## src/rtl/bandai_mapper_pkg.sv

```systemverilog
// rtl/bandai_mapper_pkg.sv - shared types, default constants and helpers for the bandai mapper
package bandai_mapper_pkg;

  // Unlock sequence states
  typedef enum logic [1:0] {
    WAIT_K0 = 2'd0,
    WAIT_K1 = 2'd1,
    STREAM  = 2'd2,
    OPEN    = 2'd3
  } unlock_state_e;

  localparam logic [7:0]  DEF_KEY0      = 8'h5A;
  localparam logic [7:0]  DEF_KEY1      = 8'hA5;
  localparam logic [7:0]  DEF_BANK_BASE = 8'hC0;
  // 18-bit stream pattern 18'h051400; bit 18 of the literal lies outside the field
  localparam logic [31:0] DEF_STREAM_PAT = 32'h0001_1400;

  // Ceiling log2 for elaboration-time width calculation
  function automatic int clog2(input int value);
    int r;
    r = 0;
    while ((1 << r) < value) begin
      r = r + 1;
    end
    return r;
  endfunction

endpackage

```

## src/rtl/bandai_unlock_seq.sv

```systemverilog
// rtl/bandai_unlock_seq.sv - address-keyed unlock FSM with serial pattern output
module bandai_unlock_seq
  import bandai_mapper_pkg::*;
#(
  parameter int                ADDR_W     = 8,
  parameter logic [ADDR_W-1:0] KEY0       = ADDR_W'(DEF_KEY0),
  parameter logic [ADDR_W-1:0] KEY1       = ADDR_W'(DEF_KEY1),
  parameter int                STREAM_LEN = 18,
  parameter logic [31:0]       STREAM_PAT = DEF_STREAM_PAT
) (
  input  logic              CLK,
  input  logic              RST,
  input  logic [ADDR_W-1:0] ADDR,
  output logic              SO,
  output logic              LOCKED
);

  localparam logic [5:0] STREAM_LEN_C = 6'(STREAM_LEN);

  unlock_state_e state_q, state_d;
  logic [5:0]    cnt_q, cnt_d;
  logic [4:0]    pat_idx;

  // cnt counts down from STREAM_LEN, so the first stream cycle reads bit 0
  assign pat_idx = 5'(STREAM_LEN_C - cnt_q);

  // Next-state, bit counter and SO/LOCKED decode
  always_comb begin
    state_d = state_q;
    cnt_d   = cnt_q;
    SO      = 1'b1;
    LOCKED  = 1'b1;
    case (state_q)
      WAIT_K0: begin
        if (ADDR == KEY0) begin
          state_d = WAIT_K1;
        end
      end
      WAIT_K1: begin
        if (ADDR == KEY1) begin
          state_d = STREAM;
          cnt_d   = STREAM_LEN_C;
        end
      end
      STREAM: begin
        LOCKED = 1'b0;
        SO     = STREAM_PAT[pat_idx];
        cnt_d  = cnt_q - 6'd1;
        if (cnt_q == 6'd1) begin
          state_d = OPEN;
        end
      end
      OPEN: begin
        LOCKED = 1'b0;
      end
      default: begin
        state_d = WAIT_K0;
      end
    endcase
  end

  // State and counter registers
  always_ff @(posedge CLK) begin
    if (RST) begin
      state_q <= WAIT_K0;
      cnt_q   <= 6'd0;
    end else begin
      state_q <= state_d;
      cnt_q   <= cnt_d;
    end
  end

endmodule

```

## src/rtl/bandai_mapper_gen2.sv

```systemverilog
// rtl/bandai_mapper_gen2.sv - WonderSwan bank mapper top; MAPPER_UNLOCK_EN enables the unlock sequence
module bandai_mapper_gen2
  import bandai_mapper_pkg::*;
#(
  parameter int                NUM_BANKS  = 4,
  parameter int                ADDR_W     = 8,
  parameter logic [ADDR_W-1:0] BANK_BASE  = ADDR_W'(DEF_BANK_BASE),
`ifdef MAPPER_UNLOCK_EN
  parameter logic [ADDR_W-1:0] KEY0       = ADDR_W'(DEF_KEY0),
  parameter logic [ADDR_W-1:0] KEY1       = ADDR_W'(DEF_KEY1),
  parameter int                STREAM_LEN = 18,
  parameter logic [31:0]       STREAM_PAT = DEF_STREAM_PAT,
`endif
  parameter logic [7:0]        BANK_RST   = 8'hFF
) (
  input  logic                   CLK,
  input  logic                   RST,
  input  logic                   CEn,
  input  logic                   SSn,
  input  logic                   WEn,
  input  logic                   OEn,
  input  logic [ADDR_W-1:0]      ADDR,
  input  logic [7:0]             DQ_I,
  output logic [7:0]             DQ_O,
  output logic                   DQ_OE,
  output logic                   SO,
  output logic                   LOCKED,
  output logic [NUM_BANKS*8-1:0] BANK_Q
);

  localparam int IDX_W = clog2(NUM_BANKS);

  logic locked;

`ifdef MAPPER_UNLOCK_EN
  bandai_unlock_seq #(
    .ADDR_W     (ADDR_W),
    .KEY0       (KEY0),
    .KEY1       (KEY1),
    .STREAM_LEN (STREAM_LEN),
    .STREAM_PAT (STREAM_PAT)
  ) u_unlock_seq (
    .CLK    (CLK),
    .RST    (RST),
    .ADDR   (ADDR),
    .SO     (SO),
    .LOCKED (locked)
  );
`else
  assign locked = 1'b0;
  assign SO     = 1'b1;
`endif

  assign LOCKED = locked;

  // Window decode; one extra bit keeps BANK_BASE+NUM_BANKS from wrapping
  logic              in_win;
  logic              sel;
  logic [IDX_W-1:0]  rd_idx;
  logic [ADDR_W:0]   addr_ext;
  logic [ADDR_W:0]   base_ext;
  logic [ADDR_W:0]   limit_ext;

  assign addr_ext  = {1'b0, ADDR};
  assign base_ext  = {1'b0, BANK_BASE};
  assign limit_ext = base_ext + (ADDR_W + 1)'(NUM_BANKS);
  assign in_win    = (addr_ext >= base_ext) && (addr_ext < limit_ext);
  assign sel       = (~CEn | ~SSn) & in_win;
  assign rd_idx    = ADDR[IDX_W-1:0];

  logic [NUM_BANKS*8-1:0] bank_q, bank_d;

  // Combinational read path
  assign DQ_OE = ~locked & sel & ~OEn & WEn;
  assign DQ_O  = DQ_OE ? bank_q[rd_idx*8 +: 8] : 8'h00;

  // Write capture state, sampled every cycle the write strobe is low
  logic [IDX_W-1:0] cap_idx_q, cap_idx_d;
  logic [7:0]       cap_data_q, cap_data_d;
  logic             cap_sel_q, cap_sel_d;
  logic             cap_oen_q, cap_oen_d;
  logic             we_low_q, we_low_d;
  logic             commit;

  // A commit fires once, in the first cycle WEn is high after a low phase
  assign commit = we_low_q & WEn & cap_sel_q & cap_oen_q & ~locked;

  // Capture and bank-update next-state logic
  always_comb begin
    cap_idx_d  = cap_idx_q;
    cap_data_d = cap_data_q;
    cap_sel_d  = cap_sel_q;
    cap_oen_d  = cap_oen_q;
    we_low_d   = ~WEn;
    bank_d     = bank_q;
    if (!WEn) begin
      cap_idx_d  = rd_idx;
      cap_data_d = DQ_I;
      cap_sel_d  = sel;
      cap_oen_d  = OEn;
    end
    if (commit) begin
      bank_d[cap_idx_q*8 +: 8] = cap_data_q;
    end
  end

  // Capture and bank registers; reset wins over a same-edge commit
  always_ff @(posedge CLK) begin
    if (RST) begin
      cap_idx_q  <= '0;
      cap_data_q <= 8'h00;
      cap_sel_q  <= 1'b0;
      cap_oen_q  <= 1'b0;
      we_low_q   <= 1'b0;
      bank_q     <= {NUM_BANKS{BANK_RST}};
    end else begin
      cap_idx_q  <= cap_idx_d;
      cap_data_q <= cap_data_d;
      cap_sel_q  <= cap_sel_d;
      cap_oen_q  <= cap_oen_d;
      we_low_q   <= we_low_d;
      bank_q     <= bank_d;
    end
  end

  assign BANK_Q = bank_q;

endmodule
```

## config.mk

```make
export PLATFORM = sky130hd
export DESIGN_NAME = bandai_mapper_gen2
export DESIGN_NICKNAME = d
export VERILOG_FILES = /design/src/rtl/bandai_mapper_pkg.sv /design/src/rtl/bandai_unlock_seq.sv /design/src/rtl/bandai_mapper_gen2.sv
export SDC_FILE = /design/constraint.sdc
export NUM_CORES = 1
export LEC_CHECK = 0
export CORE_MARGIN = 2
export CORE_UTILIZATION = 44
export CTS_BUF_LIST = sky130_fd_sc_hd__clkbuf_8
export DETAILED_ROUTE_END_ITERATION = 8
export PLACE_DENSITY = 0.76
export SLEW_MARGIN = 20
export SYNTH_ARGS = -nofsm -noshare
export SYNTH_HDL_FRONTEND = slang
export SYNTH_SLANG_ARGS = --single-unit
```

## constraint.sdc

```tcl
create_clock -name CLK -period 1.5 [get_ports CLK]
set_input_delay 0.3 -clock CLK [delete_from_list [all_inputs] [get_ports CLK]]
set_output_delay 0.3 -clock CLK [all_outputs]
set_load 0.01 [all_outputs]
```

==> results of run 1 <==
cells by family (layout without fill, tap and decap cells):
logic type / after synthesis / count (layout) / share of synthesized area [%]
DFF: 45 / 45 / 40.7
muxes: 19 / 19 / 13.1
and+or+nand+nor: 33 / 33 / 9.78
AOI/OAI and AO/OA: 66 / 66 / 25.9
other: 2 / 2 / 0.339
adders and majority gates: 5 / 5 / 2.83
buffers and inverters: 22 / 130 / 7.30
sequential cells by signal, indices dropped and copies added (netlist names):
signal and flops:
BANK_Q 32, cap_data_q 8, cap_idx_q 2, cap_oen_q 1, cap_sel_q 1, we_low_q 1
where the power goes:
| group | total [W] | switching (W) | internal [W] | leakage, nW |
|---|---|---|---|---|
| logic | 0.000296 | 0.000141 | 0.000155 | 0.864 |
| registers | 0.00124 | 0.0000261 | 0.00121 | 0.363 |
| clock network | 0.000755 | 0.000396 | 0.000359 | 0.0485 |
| total | 0.00229 | 0.000563 | 0.00173 | 1.28 |
through the flow:
stage	hold WS (ps)	utilization [%]	area (um^2)	worst slack [ps]	setup TNS (ps)
6_report	401	69.6	3330	-157	-1110
5_1_grt	418	69.6	3330	-196	-1530
4_1_cts	326	68.5	3280	-154	-1070
3_5_place_dp	467	66.3	3170	-977	-22380
3_3_place_gp	457	66.3	3170	-900	-20280
2_1_floorplan	444	-	2210	10.5	0
metal layers:
layer	up-vias	global-route usage, %
li1	953	-
met1	1024	31.4
met2	74	39.3
met3	10	4.02
met4	0	8.93
met5	-	0
cells in the final DEF (no fill, tap or decap), types with 2 or more instances in the layout:
cell and count:
ha_2 3, nor2_1 12, nor2b_1 8, mux2i_1 11, buf_2 12, clkdlybuf4s15_1 4, clkbuf_8 6, a21boi_1 12
conb_1 2, buf_4 52, clkdlybuf4s50_1 9, dfxtp_2 10, a311o_1 32, inv_2 2, buf_6 5, and2_4 4
nor3b_4 3, mux4_2 8, buf_12 4, dlygate4sd2_1 34, a21boi_0 20, dfxtp_1 34
layout make-up:
class                      count  area share (%)
clock buffer                   6            2.48
clock inverter                 1           0.113
inverter                       3           0.413
multi-input combinational    125            36.5
sequential                    45            27.5
tap                           67            2.52
timing repair buffer         120            30.5
how the worst min path moves through the flow:
stage	to	cells after the start	from	slack [ps]
final	cap_idx_q[0]$_SDFFE_PP0N_	4	ADDR[0]	400
after global routing	cap_oen_q$_SDFFE_PP0N_	3	OEn	420
after CTS	cap_sel_q$_SDFFE_PP0N_	4	SSn	330
after detailed placement	cap_sel_q$_SDFFE_PP0N_	2	cap_sel_q$_SDFFE_PP0N_	470
after global placement	cap_sel_q$_SDFFE_PP0N_	2	cap_sel_q$_SDFFE_PP0N_	460
after floorplan	cap_data_q[0]$_SDFFE_PP0N_	2	DQ_I[0]	440
critical path, stage by stage (launching register included):
cell and delay [ps]:
dfxtp_2 330, mux4_2 460, nor2b_1 140, buf_2 130
timing repair:
action | 4_1_cts | 5_1_grt
hold buffers | 0 | 0
setup buffers | 7 | 3
endpoints found under the setup margin | 73 | 29
gates resized for setup | 125 | 8
pin swaps | 3 | 4
==> key figures, run 1 <==
Status
  • Outcome: finished, violations left
  • Violated checks: setup timing

Layout
  • Final nets: 327
  • # diodes: 0
  • Multi-input gate area: 1210 um^2
  • Non-Filler Instances: 367
  • Share of layout cells above drive strength 1: 38.7%
  • # fillers: 395
  • Area Overhead vs Synth: 50.6%
  • FF/Latch Area: 917 um^2

Routing
  • Vias: 2061
  • DR top layer: met4
  • Final WL: 6.36 mm
  • Post-route ant nets: 0
  • Initial detailed-routing violation count: 179
  • Met2 routed WL: 3.21 mm
  • M1 WL: 2.65 mm
  • # DRC: 0
  • DR WL/cell: 17.3 um
  • Initial DRT Pass Iterations: 4
  • Vias/cell: 5.62
  • Met3 WL post-DR: 404 um

Power
  • Total chip power: 0.00229 W
  • PD cells: 687 nW/um^2
  • Leak: 1.28 nW
  • Maximum VDD drop: 0.000583 V

Clocking
  • TritonCTS clock tree: yes
  • CTS Buf Count: 5
  • Clk sinks: 45
  • Depth of the CTS H-tree: 2
  • Clock Path Buffers: 2
  • Clock transition at path regs: 80 ps
  • Worst skew pair latency: 300 ps
  • Root buf cell: clkbuf_8

Floorplanning
  • # IOs: 65
  • Die ar.: 5610 um^2
  • Die W: 74.9 um
  • Core ar.: 4790 um^2
  • Num rows: 25
  • Die H: 74.9 um
  • Initial Util: 46.2%

Logic synthesis
  • Synth area leader: dfxtp_1
  • Mapped Cells: 192
  • Synthesized area: 2210 um^2
  • Most frequent cells after synthesis: dfxtp_1, a311o_1, a21boi_0
  • Share of the synthesized area in the top cell type: 40.7%
  • Primary FF master, synth: dfxtp_1
  • Syn. warnings: 0
  • Yosys reg bits: 45
  • Count leader, synth: dfxtp_1
  • Net Count, Synth: 219
  • Async SR Flop Fraction: 0%
  • Sequential area share after synthesis: 40.7%
  • Post-synth EDFFs: 0
  • Top cells by area, synth: dfxtp_1, a311o_1, mux4_2
  • Avg Cell Area, Syn: 11.5 um^2
  • Cell variety after synth: 25

Timing
  • Setup violators final: 9
  • RSZ-0062 raised after global routing: true
  • Post-route clock skew: 6.02 ps
  • Period utilization: 110%
  • Peak Freq: 604 MHz
  • Min cycle time layout: 1660 ps
  • Count of pins over their slew limit: 0
  • Hold Fails Final Rpt: 0
  • Setup ws final: -157 ps

GRT
  • Pin count of the biggest net entering global routing: 42
  • Remaining global-route overflow: 0
  • Tot GR Track Use: 23.8%
  • First-pass GRT wire length: 9.89 mm
  • Vias in the first global route: 1955
  • Initial antenna violation count: 0

Place
  • Buffers on Ports: 62
  • Detail Placement HPWL: 4.42 mm
  • Placed Cells: 351
  • Gp weighted congestion: 0.845

Worst setup path
  • Type of origin of the critical path: flop
  • RR Startpoint: cap_idx_q[0]$_SDFFE_PP0N_
  • Worst setup EP type: primary output
  • Worst Path Arrival: 1360 ps
  • CP Max Fanout: 2
  • R2r setup slk: 40 ps
  • CP startpoint: BANK_Q[30]$_SDFFE_PP1P_
  • Critical path class: reg2out
  • Critical Path RT: 1200 ps
  • Critical Path Sink: DQ_O[6]
  • R2r endpoint: BANK_Q[2]$_SDFFE_PP1P_
  • Worst R2R Path Depth: 5

Worst hold path
  • Worst Hold Class: in2reg

Job
  • Max Cap Violations: 0
(Power assumes the default switching activity.)
==> inputs of run 2 (changes only) <==
Settings changed: RECOVER_POWER set to 50.
==> run 2 against run 1 <==
- the run still ends with setup timing left
- sequential share of layout area is 0.074 points higher
- clock-buffer cell count unchanged
- register-to-register slack about the same
- via count is 0.29% lower
- die area unchanged
- global-route usage unchanged
- utilization is 0.47 points lower
- wire length about the same
- highest routed layer unchanged
==> key figures, run 2 (synthesis results as in run 1) <==
Status
  • Outcome: finished, violations left (unchanged)
  • Violated checks: setup timing (unchanged)

Layout
  • Share of layout cells above drive strength 1: 37.3% (was 38.7%)
  • Max reg flops: 32 (unchanged)
  • Most frequent cells in the layout: dfxtp_1, dlygate4sd2_1, buf_4 (was buf_4, dfxtp_1, dlygate4sd2_1)
  • Multi-input gate area: 1210 um^2 (unchanged)
  • Commonest non-fill, non-tap cell in the layout: dfxtp_1 (was buf_4)
  • # diodes: 0 (unchanged)
  • # fillers: 400 (was 395)
  • FF/Latch Area: 913 um^2 (was 917 um^2)
  • Final nets: 327 (unchanged)
  • Area Overhead vs Synth: 49.5% (was 50.6%)

Timing
  • Setup violators final: 15 (was 9)
  • Min cycle time layout: 1650 ps (was 1660 ps)
  • Post-route clock skew: 6.33 ps (was 6.02 ps)
  • Relative slew slack: 43.4%
  • RSZ-0062 raised after global routing: true (unchanged)
  • Min Hold Slack: 404 ps (was 401 ps)
  • Hold Fails Final Rpt: 0 (unchanged)
  • Setup ws final: -151 ps (was -157 ps)
  • Period utilization: 110% (about the same)
  • Worst Tran Pin Value: 850 ps
  • Peak Freq: 606 MHz (was 604 MHz)
  • Count of pins over their slew limit: 0 (unchanged)
  • Setup TNS: -1370 ps (was -1110 ps)

Worst setup path
  • Critical path buffer and inverter count: 1 (unchanged)
  • Worst-path cell chain: mux4_2, nor2b_1, buf_2 (unchanged)
  • Largest stage delay, worst path: 460 ps (about the same)
  • Critical path class: reg2out (unchanged)
  • CP Max Fanout: 2 (unchanged)
  • Worst setup EP type: primary output (unchanged)
  • Largest delay share family, worst path: multiplexers (unchanged)
  • CP max-delay cell: mux4_2 (unchanged)
  • Worst R2R Path Depth: 5 (unchanged)
  • Critical Path RT: 1200 ps (about the same)
  • Type of origin of the critical path: flop (unchanged)
  • Worst Path Arrival: 1350 ps (was 1360 ps)
  • CP Depth: 3 (unchanged)

Routing
  • Post-route ant nets: 0 (unchanged)
  • Vias/cell: 5.60 (was 5.62)
  • Initial DRT Pass Iterations: 4 (unchanged)
  • # DRC: 0 (unchanged)
  • Initial detailed-routing violation count: 181 (was 179)
  • Final WL: 6.36 mm (about the same)
  • Vias: 2055 (was 2061)
  • DR WL/cell: 17.3 um (about the same)

Worst hold path
  • Worst Hold Depth: 4 (unchanged)
  • Worst Hold Class: in2reg (unchanged)

Clocking
  • Worst skew pair latency: 300 ps (about the same)
  • TritonCTS clock tree: yes (unchanged)
  • Root buf cell: clkbuf_8 (unchanged)
  • Clk sinks: 45 (unchanged)
  • Depth of the CTS H-tree: 2 (unchanged)
  • Clock transition at path regs: 80 ps (about the same)
  • CTS Buf Count: 5 (unchanged)
  • Clock Path Buffers: 2 (unchanged)
  • Post-CTS Hold Buffers: 0 (unchanged)

Floorplanning
  • Die H: 74.9 um (unchanged)
  • Initial Util: 46.2% (unchanged)
  • Num rows: 25 (unchanged)
  • Die W: 74.9 um (unchanged)
  • Die ar.: 5610 um^2 (unchanged)
  • Core ar.: 4790 um^2 (unchanged)
  • # IOs: 65 (unchanged)

Place
  • Buffers on Ports: 62 (unchanged)
  • Gp weighted congestion: 0.845 (unchanged)
  • Detail Placement HPWL: 4.42 mm (unchanged)

GRT
  • Tot GR Track Use: 23.8% (unchanged)
  • Vias in the first global route: 1955 (unchanged)
  • Initial antenna violation count: 0 (unchanged)
  • Remaining global-route overflow: 0 (unchanged)
  • First-pass GRT wire length: 9.89 mm (unchanged)
  • Pin count of the biggest net entering global routing: 42 (unchanged)

Power
  • Leak: 1.27 nW (was 1.28 nW)
  • Maximum VDD drop: 0.000576 V (was 0.000583 V)
  • PD cells: 690 nW/um^2 (was 687 nW/um^2)

Job
  • Max Cap Violations: 0 (unchanged)
run 2: where the power goes:
group / internal, W / leakage, nW / switching (W) / total (W)
Combinational: 0.000150 / 0.859 / 0.000141 / 0.000291
Sequential: 0.00121 / 0.364 / 0.0000262 / 0.00124
Clock: 0.000359 / 0.0485 / 0.000394 / 0.000753
Total: 0.00172 / 1.27 / 0.000561 / 0.00228
run 2: final cells by class:
type	count	share of cell area (%)
tap	67	2.53
timing repair buffer	120	30.1
clock buffer	6	2.50
multi-input combinational	125	36.7
inverter	3	0.416
sequential	45	27.6
clock inverter	1	0.113
run 2: repair_timing:
item	CTS	global route
pin swaps	3	4
setup buffers	7	3
gates resized for setup	125	8
setup endpoints to repair	73	29
run 2: final timing paths:
check / startpoint / end / slack, ps
max: BANK_Q[30]$_SDFFE_PP1P_ / DQ_O[6] / -150
min: ADDR[0] / cap_idx_q[0]$_SDFFE_PP0N_ / 400
max reg2reg: cap_idx_q[0]$_SDFFE_PP0N_ / BANK_Q[2]$_SDFFE_PP1P_ / 30
min reg2reg: cap_sel_q$_SDFFE_PP0N_ / cap_sel_q$_SDFFE_PP0N_ / 480
run 2: worst register-to-register path: stages, from the launching register on:
cell	delay (ps)
dfxtp_4	380
inv_4	50
ha_2	240
nor3b_4	180
buf_4	150
a311o_1	350
run 2: through the flow:
stage	total power (W)	worst slack [ps]	utilization, %	cell area (um^2)	cells
CTS	0.00227	-154	68.5	3280	364
finish	0.00228	-151	69.1	3310	367
detailed placement	0.00150	-977	66.3	3170	351
global route	0.00235	-196	69.1	3310	367
floorplan	0.00138	10.5	-	2210	192
global placement	0.00150	-900	66.3	3170	351
run 2: layer usage:
layer	up-vias	wire [um]	part of all wire, %	global-route usage, %
met4	0	87	1.4	8.93
met5	-	0	0	0
met2	76	3230	51	39.3
li1	963	-	-	-
met3	10	388	6.1	4.02
met1	1006	2650	42	31.4
==> inputs of run 3 (changes only) <==
Settings changed: CTS_CLUSTER_SIZE set to 12.
==> results of run 3 <==
The final DEF is identical to that of run 2; final timing and power are the same.
